## config.mk

```make
export PLATFORM = sky130hd
export DESIGN_NAME = mopshub_bus_test_sequencer
export DESIGN_NICKNAME = d
export VERILOG_FILES = /design/src/rtl/mopshub_seq_pkg.sv /design/src/rtl/seq_timer.sv /design/src/rtl/mopshub_bus_test_sequencer.sv
export SDC_FILE = /design/constraint.sdc
export NUM_CORES = 1
export LEC_CHECK = 0
export BUFFER_PORTS_ARGS = -buffer_cell sky130_fd_sc_hd__buf_2
export CORE_UTILIZATION = 58
export CTS_CLUSTER_SIZE = 8
export DETAILED_ROUTE_END_ITERATION = 10
export PLACE_DENSITY = 0.85
export SYNTH_ARGS = -nofsm -noshare
export SYNTH_HDL_FRONTEND = slang
export SYNTH_SLANG_ARGS = --single-unit
export TNS_END_PERCENT = 20
```

## constraint.sdc

```tcl
create_clock -name clk -period 2.38 [get_ports clk]
set_input_delay 0.476 -clock clk [delete_from_list [all_inputs] [get_ports clk]]
set_output_delay 0.476 -clock clk [all_outputs]
set_load 0.02 [all_outputs]
```

## src/rtl/mopshub_seq_pkg.sv

```systemverilog
// MOPSHUB bus test sequencer shared types.
// State encoding, phase bit indices and phase ordering helper.
package mopshub_seq_pkg;

  typedef enum logic [3:0] {
    S_IDLE,
    S_WAIT_SO,
    S_TRIM,
    S_RX,
    S_ENDWAIT,
    S_GAP,
    S_TX,
    S_CUSTOM,
    S_NEXT_BUS,
    S_DONE
  } seq_state_t;

  localparam int MODE_TRIM   = 0;
  localparam int MODE_RX     = 1;
  localparam int MODE_TX     = 2;
  localparam int MODE_CUSTOM = 3;

  // First enabled phase at or after index 'from'; NEXT_BUS when none left.
  function automatic seq_state_t first_phase(
    input logic [3:0] m,
    input int         from
  );
    seq_state_t s;
    s = S_NEXT_BUS;
    if (from <= MODE_CUSTOM && m[MODE_CUSTOM]) s = S_CUSTOM;
    if (from <= MODE_TX && m[MODE_TX])         s = S_TX;
    if (from <= MODE_RX && m[MODE_RX])         s = S_RX;
    if (from <= MODE_TRIM && m[MODE_TRIM])     s = S_TRIM;
    return s;
  endfunction

endpackage

```

## src/rtl/seq_timer.sv

```systemverilog
// Loadable down-counter shared by phase timeout, endwait and gap.
// Expire is masked in the load cycle so a stale count never fires.
module seq_timer #(
  parameter int W = 16
) (
  input  logic         i_clk,
  input  logic         i_rst,
  input  logic         i_load,
  input  logic [W-1:0] i_value,
  output logic         o_expire
);

  logic [W-1:0] r_cnt;

  // Reload on request, otherwise count down and park at zero.
  always_ff @(posedge i_clk) begin
    if (i_rst) begin
      r_cnt <= '0;
    end else if (i_load) begin
      r_cnt <= i_value;
    end else if (r_cnt != '0) begin
      r_cnt <= r_cnt - 1'b1;
    end
  end

  assign o_expire = !i_load && (r_cnt == W'(1));

endmodule

```

## src/rtl/mopshub_bus_test_sequencer.sv

```systemverilog
// MOPSHUB bring-up sequencer walking N CAN buses through
// trim, RX, endwait/gap, TX and custom phases with timeouts.
module mopshub_bus_test_sequencer
  import mopshub_seq_pkg::*;
#(
  parameter int N_BUSES     = 32,
  parameter int GAP_CYC     = 120,
  parameter int ENDWAIT_LEN = 1,
  parameter int TO_CYC      = 65535,
  localparam int BUS_W = (N_BUSES > 1) ? $clog2(N_BUSES) : 1
) (
  input  logic             clk,
  input  logic             rst,
  input  logic             start,
  input  logic             abort,
  input  logic [3:0]       mode_mask,
  input  logic [BUS_W:0]   n_buses,
  input  logic             sign_on,
  input  logic             trim_done,
  input  logic             rx_end,
  input  logic             tx_end,
  input  logic             custom_end,
  output logic             osc_auto_trim,
  output logic             test_rx,
  output logic             test_tx,
  output logic             test_advanced,
  output logic             endwait_all,
  output logic [BUS_W-1:0] bus_sel,
  output logic             busy,
  output logic             done,
  output logic             err_timeout,
  output logic [BUS_W:0]   fail_cnt
);

  localparam int TO_W = $clog2(TO_CYC + 1);
  localparam int G_W  = $clog2(GAP_CYC + 1);
  localparam int E_W  = $clog2(ENDWAIT_LEN + 1);
  localparam int CW0  = (TO_W > G_W) ? TO_W : G_W;
  localparam int CW   = (CW0 > E_W) ? CW0 : E_W;

  // Counts are "cycles after the load cycle"; single-cycle
  // states exit on their first cycle instead of using the timer.
  localparam int TO_LD  = TO_CYC - 1;
  localparam int EW_LD  = ENDWAIT_LEN - 1;
  localparam int GAP_LD = (GAP_CYC > 2) ? GAP_CYC - 2 : 0;
  localparam bit EW_ONE  = (ENDWAIT_LEN == 1);
  localparam bit GAP_ONE = (GAP_CYC == 2);
  localparam logic [BUS_W:0] N_MAX = (BUS_W + 1)'(N_BUSES);

  seq_state_t       r_state;
  logic [3:0]       r_mask;
  logic [BUS_W:0]   r_n;
  logic [BUS_W-1:0] r_bus;
  logic [3:0]       r_lvl;
  logic             r_endwait;
  logic             r_busy;
  logic             r_done;
  logic             r_err;
  logic [BUS_W:0]   r_fail;
  logic             r_ld;

  logic             w_end;
  logic [1:0]       w_idx;
  logic [CW-1:0]    w_val;
  logic             w_exp;

  seq_timer #(.W(CW)) u_timer (
    .i_clk    (clk),
    .i_rst    (rst),
    .i_load   (r_ld),
    .i_value  (w_val),
    .o_expire (w_exp)
  );

  // Select the end pulse, level index and timer reload for the state.
  always_comb begin
    w_end = 1'b0;
    w_idx = 2'd0;
    w_val = CW'(TO_LD);
    case (r_state)
      S_TRIM:    begin w_end = trim_done;  w_idx = 2'(MODE_TRIM);   end
      S_RX:      begin w_end = rx_end;     w_idx = 2'(MODE_RX);     end
      S_TX:      begin w_end = tx_end;     w_idx = 2'(MODE_TX);     end
      S_CUSTOM:  begin w_end = custom_end; w_idx = 2'(MODE_CUSTOM); end
      S_ENDWAIT: w_val = CW'(EW_LD);
      S_GAP:     w_val = CW'(GAP_LD);
      default:   ;
    endcase
  end

  // Sequencer FSM with registered outputs.
  always_ff @(posedge clk) begin
    if (rst) begin
      r_state   <= S_IDLE;
      r_mask    <= '0;
      r_n       <= '0;
      r_bus     <= '0;
      r_lvl     <= '0;
      r_endwait <= 1'b0;
      r_busy    <= 1'b0;
      r_done    <= 1'b0;
      r_err     <= 1'b0;
      r_fail    <= '0;
      r_ld      <= 1'b0;
    end else begin
      r_ld   <= 1'b0;
      r_done <= 1'b0;
      if (abort && r_state != S_IDLE) begin
        r_state   <= S_IDLE;
        r_lvl     <= '0;
        r_endwait <= 1'b0;
        r_busy    <= 1'b0;
      end else begin
        case (r_state)
          S_IDLE: begin
            if (start) begin
              r_err  <= 1'b0;
              r_fail <= '0;
              r_bus  <= '0;
              r_busy <= 1'b1;
              if (n_buses == '0 || mode_mask == 4'd0) begin
                r_state <= S_DONE;
                r_done  <= 1'b1;
              end else begin
                r_mask  <= mode_mask;
                r_n     <= (n_buses > N_MAX) ? N_MAX : n_buses;
                r_state <= S_WAIT_SO;
                r_ld    <= 1'b1;
              end
            end
          end
          S_WAIT_SO: begin
            if (sign_on) begin
              r_state <= first_phase(r_mask, 0);
              r_ld    <= 1'b1;
            end else if (w_exp) begin
              r_err   <= 1'b1;
              r_state <= S_DONE;
              r_done  <= 1'b1;
            end
          end
          S_TRIM, S_RX, S_TX, S_CUSTOM: begin
            if (w_end) begin
              r_lvl <= '0;
              r_ld  <= 1'b1;
              if (r_state == S_RX) begin
                r_state   <= S_ENDWAIT;
                r_endwait <= 1'b1;
              end else begin
                r_state <= first_phase(r_mask, int'(w_idx) + 1);
              end
            end else if (w_exp) begin
              r_lvl   <= '0;
              r_err   <= 1'b1;
              r_state <= S_NEXT_BUS;
              if (r_fail != '1) r_fail <= r_fail + 1'b1;
            end else begin
              r_lvl[w_idx] <= 1'b1;
            end
          end
          S_ENDWAIT: begin
            if (EW_ONE || w_exp) begin
              r_endwait <= 1'b0;
              r_ld      <= 1'b1;
              r_state   <= (GAP_CYC > 1) ? S_GAP
                         : first_phase(r_mask, MODE_TX);
            end
          end
          S_GAP: begin
            if (GAP_ONE || w_exp) begin
              r_ld    <= 1'b1;
              r_state <= first_phase(r_mask, MODE_TX);
            end
          end
          S_NEXT_BUS: begin
            if ({1'b0, r_bus} == r_n - 1'b1) begin
              r_state <= S_DONE;
              r_done  <= 1'b1;
            end else begin
              r_bus   <= r_bus + 1'b1;
              r_ld    <= 1'b1;
              r_state <= first_phase(r_mask, 0);
            end
          end
          S_DONE: begin
            r_state <= S_IDLE;
            r_busy  <= 1'b0;
          end
          default: begin
            r_state <= S_IDLE;
            r_busy  <= 1'b0;
          end
        endcase
      end
    end
  end

  assign osc_auto_trim = r_lvl[MODE_TRIM];
  assign test_rx       = r_lvl[MODE_RX];
  assign test_tx       = r_lvl[MODE_TX];
  assign test_advanced = r_lvl[MODE_CUSTOM];
  assign endwait_all   = r_endwait;
  assign bus_sel       = r_bus;
  assign busy          = r_busy;
  assign done          = r_done;
  assign err_timeout   = r_err;
  assign fail_cnt      = r_fail;

endmodule

```

==> Yosys cells after proc, flatten, opt, wreduce, memory -nomap -nowiden <==
Index checks and enable logic that the tools add are counted.
{ "classes": {"bitwise_logic": 4, "muxes": 58, "reduce_logical": 29, "n_addsub": 5, "eq_ne": 22, "order_cmp": 7} }
{ "ops": {"columns": ["operator", "count"], "rows": [
  ["$mux W4", 19],
  ["$mux W16", 2],
  ["$pmux W16 S2", 1],
  ["$mux W6", 5],
  ["$pmux W4 S6", 1],
  ["$mux W1", 18],
  ["$eq A16 B1 Y1 const B", 1],
  ["$eq A4 B3 Y1 const B", 4],
  ["$reduce_bool A16 Y1", 1],
  ["$sub A16 B1 Y16 const B", 1],
  ["$ne A2 B2 Y1 const B", 7],
  ["$pmux W6 S2", 1],
  ["$reduce_and A4 Y1", 3],
  ["$mux W5", 2],
  ["$pmux W5 S2", 1],
  ["$eq A4 B2 Y1 const B", 2],
  ["$logic_not A4 Y1", 2],
  ["$reduce_bool A2 Y1", 4],
  ["$reduce_or A8 Y1", 1],
  ["$logic_and A1 B1 Y1", 7],
  ["$add A6 B1 Y6 const B", 1],
  ["$eq A5 B6 Y1", 1],
  ["$gt A6 B6 Y1 const B", 1],
  ["$le A3 B1 Y1 const B", 2],
  ["other kinds (30)", 37]
]} }
{ "totals": {"output_inout_bits": 19, "input_bits": 19, "word_cells": 137, "regBits": 50} }

==> Longest topological paths before layout <==
{ "logic_depth": {"depth_word": 12, "mapped_depth": 9, "ltp_nobuf": 8} }

==> Modules after synthesis <==
From an unflattened synthesis, not the netlist that was laid out.
{ "hier_totals": {"cells_unflattened": 377, "area_unflattened_um2": 2991.6} }
{ "by_module_without_submodules": {"columns": ["mod", "instances", "seq_area_each_um2", "area_per_inst_um2", "cells_each"], "rows": [
  ["mopshub_bus_test_sequencer", 1, 680.7, 2010.7, 261],
  ["seq_timer", 1, 320.3, 980.9, 116]
]} }

==> Worst setup path after synthesis <==
Ideal clock, no wire load.
{ "synth_path": {"kind": "register -> register", "startpoint": "register u_timer.r_cnt[0]", "endpoint": "register u_timer.r_cnt[8]", "required_ps": 2265, "path_buffers": 1, "synth_period_minus_slack_ps": 2096, "arrival_ps": 1981, "stages_incl_launch_ff": 10, "setup_time_ps": 115, "setup_slack_ps": 284, "cell_sequence": "dfxtp_1 -> inv_1 -> ha_1 -> or3b_2 -> clkbuf_1 -> or3_1 -> nor3_1 -> xnor2_1 -> nor2_1 -> o21a_1"} }
{ "synth_via": {"elab_chain_len": 3, "elab_cells_between_ends": 5, "cone_classes": "add/sub: 1; mux: 2; reduce/logical: 2"} }
{ "synth_lines": {"columns": ["element", "line", "rtl"], "rows": [
  ["start: declaration", "seq_timer.sv:13", "logic [W-1:0] r_cnt;"],
  ["start signal: assignment", "seq_timer.sv:20", "r_cnt <= i_value;"],
  ["start signal: assignment", "seq_timer.sv:22", "r_cnt <= r_cnt - 1'b1;"],
  ["$sub A16 B1 Y16", "seq_timer.sv:22", null],
  ["$mux W16", "seq_timer.sv:21", "end else if (r_cnt != '0) begin"],
  ["$mux W16", "seq_timer.sv:19", "end else if (i_load) begin"]
]} }
Several ways; a longest one is shown, not always the timed one. The select of a mux whose other input is x is not followed.
A chain may end at the register's enable or synchronous reset.

==> Worst setup path in the final report <==
{ "layout_path": {"startpoint": "register r_state[0]", "endpoint": "register r_fail[5], in the netlist fail_cnt[5]"} }
{ "layout_via": {"elab_chain_len": 4, "elab_cells_between_ends": 17, "cone_classes": "eq/ne: 8; mux: 2; bitwise: 1; reduce/logical: 6"} }
{ "layout_lines": {"columns": ["element", "line", "rtl"], "rows": [
  ["start: declaration", "mopshub_bus_test_sequencer.sv:50", "seq_state_t r_state;"],
  ["start signal: assignment", "mopshub_bus_test_sequencer.sv:134", "r_state <= first_phase(r_mask, 0);"],
  ["start signal: assignment", "mopshub_bus_test_sequencer.sv:150", "r_state <= first_phase(r_mask, int'(w_idx) + 1);"],
  ["start signal: assignment", "mopshub_bus_test_sequencer.sv:165", "r_state <= (GAP_CYC > 1) ? S_GAP"],
  ["$eq A4 B3 Y1, or another cell as far along", "mopshub_bus_test_sequencer.sv:80, mopshub_bus_test_sequencer.sv:114", null],
  ["$pmux W1 S4, or another cell as far along", "mopshub_bus_test_sequencer.sv:80", "case (r_state)"],
  ["$ne A2 B2 Y1 (no line), or another cell as far along", null, null],
  ["$reduce_and A6 Y1 (no line)", null, null],
  ["end signal: assignment", "mopshub_bus_test_sequencer.sv:156", "if (r_fail != '1) r_fail <= r_fail + 1'b1;"],
  ["end: declaration", "mopshub_bus_test_sequencer.sv:59", "logic [BUS_W:0] r_fail;"]
]} }
Several ways; a longest one is shown, not always the timed one.

==> summary.md <==
| Metric | Value |
|---|---|
| Gate count after technology mapping | about 410 |
| PostCTS Resize Cnt | 0 |
| CTS Sinks | 50 |
| Initial DRC count | 405 |
| Int Power | 0.00216 W |
| Leakage | approximately 1.3 nW |
| Initial Util | 60.8% |
| Fmax achieved | roughly 0.45 GHz |
| Fin. Hold Viols | 0 |
| Placed Instance Area | around 0.0034 mm^2 |
| CTS tree | yes |
| Met2 routed wirelength | approximately 3400 um |
| Top cell type by total area after synthesis | dfxtp_1 |
| Layout area overhead | 12.7% |
| Mean Syn Cell Area | around 7.7 um^2 |
| Post-CTS setup buffers | 0 |
| Final setup fails | 0 |
| CP Data Arrival Time | between 2 and 2.5 ns |
| Core area | 0.00514 mm^2 |
| Post-Synth XOR/XNOR Area | around 4.5% |
| Cell Area, Synth | about 0.0031 mm^2 |
| Clock transition at path regs | ~0.09 ns |
| Layout cells sized above 1 | 18.7% |
| Routed len/inst | between 15 and 20 um |
| # IOs | 38 |
| Via/cell ratio | 6.11 |
| Async S/R FF share, synth | 0% |
| Synth Register Bits | 50 |
| Main combinational cell family by area after synthesis | simple AND/OR/NAND/NOR gates |
| Antenna viol nets, final | 0 |
| Metal3 WL | between 500 and 600 um |
| Highest routed layer | met4 |
| Vias | 3179 |
| Post-synth EDFFs | 0 |
| Status | complete, no violations |
| Mux contribution to synthesized area | around 1.7% |
| Post-synth top area share | between 30% and 40% |
| PD cells | 1110 mW/mm^2 |
| CP endpoint kind | register |
| Final nets | about 470 |
| Final period utilization | between 90 and 100% |
| Max transition margin | around three fifths |
| Synth Area in Adders | under 10% |
| Post-synthesis simple-gate area fraction | about a third |
| Clk_lat worst skew | 0.30 ns |
| CP delay by family, top | multiplexers |
| First-pass GRT wire length | about 12000 um |
| GR Overflow Total | 0 |
| Max VDD drop | approximately 0.71 mV |
| Detailed Place HPWL | around 5700 um |
| Yosys cell types | between 60 and 70 |
| Dominant cells by area after synthesis | dfxtp_1, a21oi_1, nand2_1, nor2_1, nor3_1 |
| Largest net degree at the start of global routing | 30 |
| WP data required | ~2.6 ns |
| WS Path Type | reg2reg |
| Logic gate share of total power | between 50% and 60% |
| Worst Tran Pin Value | 0.583 ns |
| Clk buf depth | 2 |
| First-pass DRT Iterations | 5 |
| Worst hold-check path type | in2reg |
| Antenna violations before repair | 0 |
| Post-layout minimum cycle time | approximately 2.2 ns |
| DRC violations left | 0 |
| Row Count | 26 |
| Sequential share of power | 33.7% |
| Vias in the first global route | between 2000 and 3000 |
| Sum of buffers and inverters on the critical path | 0 |
| Sequential area share after synthesis | roughly a third |
| Final wirelength | just under 8000 um |
| Slowest CP cell | mux4_2 |
| Input/output buffers | 37 |
| Sw Share | between 40 and 50% |
| FILL cells | roughly 450 |
| Post-synthesis compound-gate area fraction | 23.0% |
| RSZ-0062 raised after global routing | false |
| Die ar. | 0.00568 mm^2 |
| Startpoint Class | register |
| Ys flop type | dfxtp_1 |
| H-tree depth | 2 |
| Switch Pwr | between 0.0015 and 0.002 W |
| Largest fanout on the critical path | 10 |
| MaxCap Viol Count | 0 |
| Met1 WL | around 3700 um |
| Most frequent cells in the layout | dfxtp_1, nand2_1, a21oi_1, buf_2, nor2_1 |
| Most common cell after layout, fill and taps aside | dfxtp_1 |
| Skew final | between 0.006 and 0.007 ns |
| CTS buffer count | 5 |
| Ant diodes | 0 |
| Synth warn | 0 |
| Pins Over Slew Limit | 0 |
| RD Place Congestion | about 0.97 |
| Setup TNS | 0 ns |
| CTS Root Cell | clkbuf_8 |
| Fin area | 0.00352 mm^2 |
| Hold-fix buffers, CTS | 0 |
| Total Routing Usage GR | between 20% and 30% |
| Die H | 75.4 um |
| Crit-path cells | mux4_2 -> nand2_2 -> o221a_4 -> o21ai_4 -> or4_1 -> a21oi_1 |
| Chip Width | 75.4 um |
| Syn_nets | about 430 |
| Clk pwr share | between 10 and 15% |
| Critical path's largest stage delay | between 0.6 and 0.7 ns |
logic make-up after synthesis:
| kind of cell | Yosys count |
|---|---|
| xor gates and xnor gates | 16 |
| DFF | 50 |
| adders and majority gates | 5 |
| muxes | 4 |
| buffers and inverters | 34 |
| and+or+nand+nor | 187 |
| AOI/OAI and AO/OA | 111 |
cell type report:
class | instances | area, um^2 | share of cell area, %
Sequential cell | 50 | 1000 | 28.4
Tap cell | 70 | 87.6 | 2.49
Timing Repair Buffer | 56 | 328 | 9.32
Inverter | 14 | 52.6 | 1.49
Clock buffer | 7 | 76.3 | 2.17
Multi-Input combinational cell | 323 | 1970 | 56.1
worst min-delay path, delay by kind of cell:
kind                   cells  cell delay (ns)
buffers and inverters      1             0.10
AO/OA/AOI/OAI              1             0.05
AND/OR/NAND/NOR            1             0.05
flip-flops by register name, indices dropped and copies added, names as in the netlist:
signal	flops
bus_sel	5
done	1
endwait_all	1
r_lvl	4
fail_cnt	6
err_timeout	1
r_ld	1
busy	1
u_timer.r_cnt	16
r_mask	4
r_state	4
r_n	6
power by group through the flow:
stage,logic (W),clock network (W),registers [W]
6_report,0.00211,0.000475,0.00131
5_1_grt,0.00232,0.000504,0.00134
4_1_cts,0.00206,0.000482,0.00130
3_5_place_dp,0.00204,0,0.00132
3_3_place_gp,0.00201,0,0.00131
2_1_floorplan,0.00159,0,0.00125
final timing paths:
| path | from | end | slack (ns) | cells after the start |
|---|---|---|---|---|
| setup / recovery | r_state[0] | fail_cnt[5] | 0.17 | 6 |
| hold / removal | mode_mask[0] | r_mask[0] | 0.42 | 3 |
| setup reg to reg | r_state[0] | fail_cnt[5] | 0.17 | 6 |
| hold reg to reg | r_n[5] | r_n[5] | 0.48 | 2 |
metal layers:
| metal | GRT usage (%) | vias to the layer above |
|---|---|---|
| li1 | - | 1571 |
| met4 | 7.00 | 0 |
| met2 | 41.4 | 139 |
| met5 | 0 | - |
| met1 | 41.9 | 1458 |
| met3 | 3.57 | 11 |
per-stage QoR:
stage | std cells | power, W | utilization, % | hold slack [ns] | setup slack [ns]
final | 520 | 0.00390 | 68.5 | 0.417 | 0.173
after global routing | 520 | 0.00416 | 68.5 | 0.414 | 0.00524
after CTS | 520 | 0.00385 | 68.3 | 0.415 | 0.0772
after detailed placement | 513 | 0.00337 | 66.8 | 0.465 | 0.104
after global placement | 513 | 0.00332 | 66.8 | 0.444 | 0.201
after floorplan | 407 | 0.00285 | - | 0.445 | 0.284
synthesized netlist by cell type, drive strengths merged (6+ instances only):
cell type,number
o22ai,7
nor3,25
clkbuf,16
a21oi,39
nand3b,6
nand2,48
nand3,11
nor2,37
nand2b,8
o21a,6
or3,12
o21ai,21
dfxtp,50
a31oi,6
inv,14
o31ai,6
xnor2,13
or4,6
No activity file was read; power rests on OpenSTA's default activity.
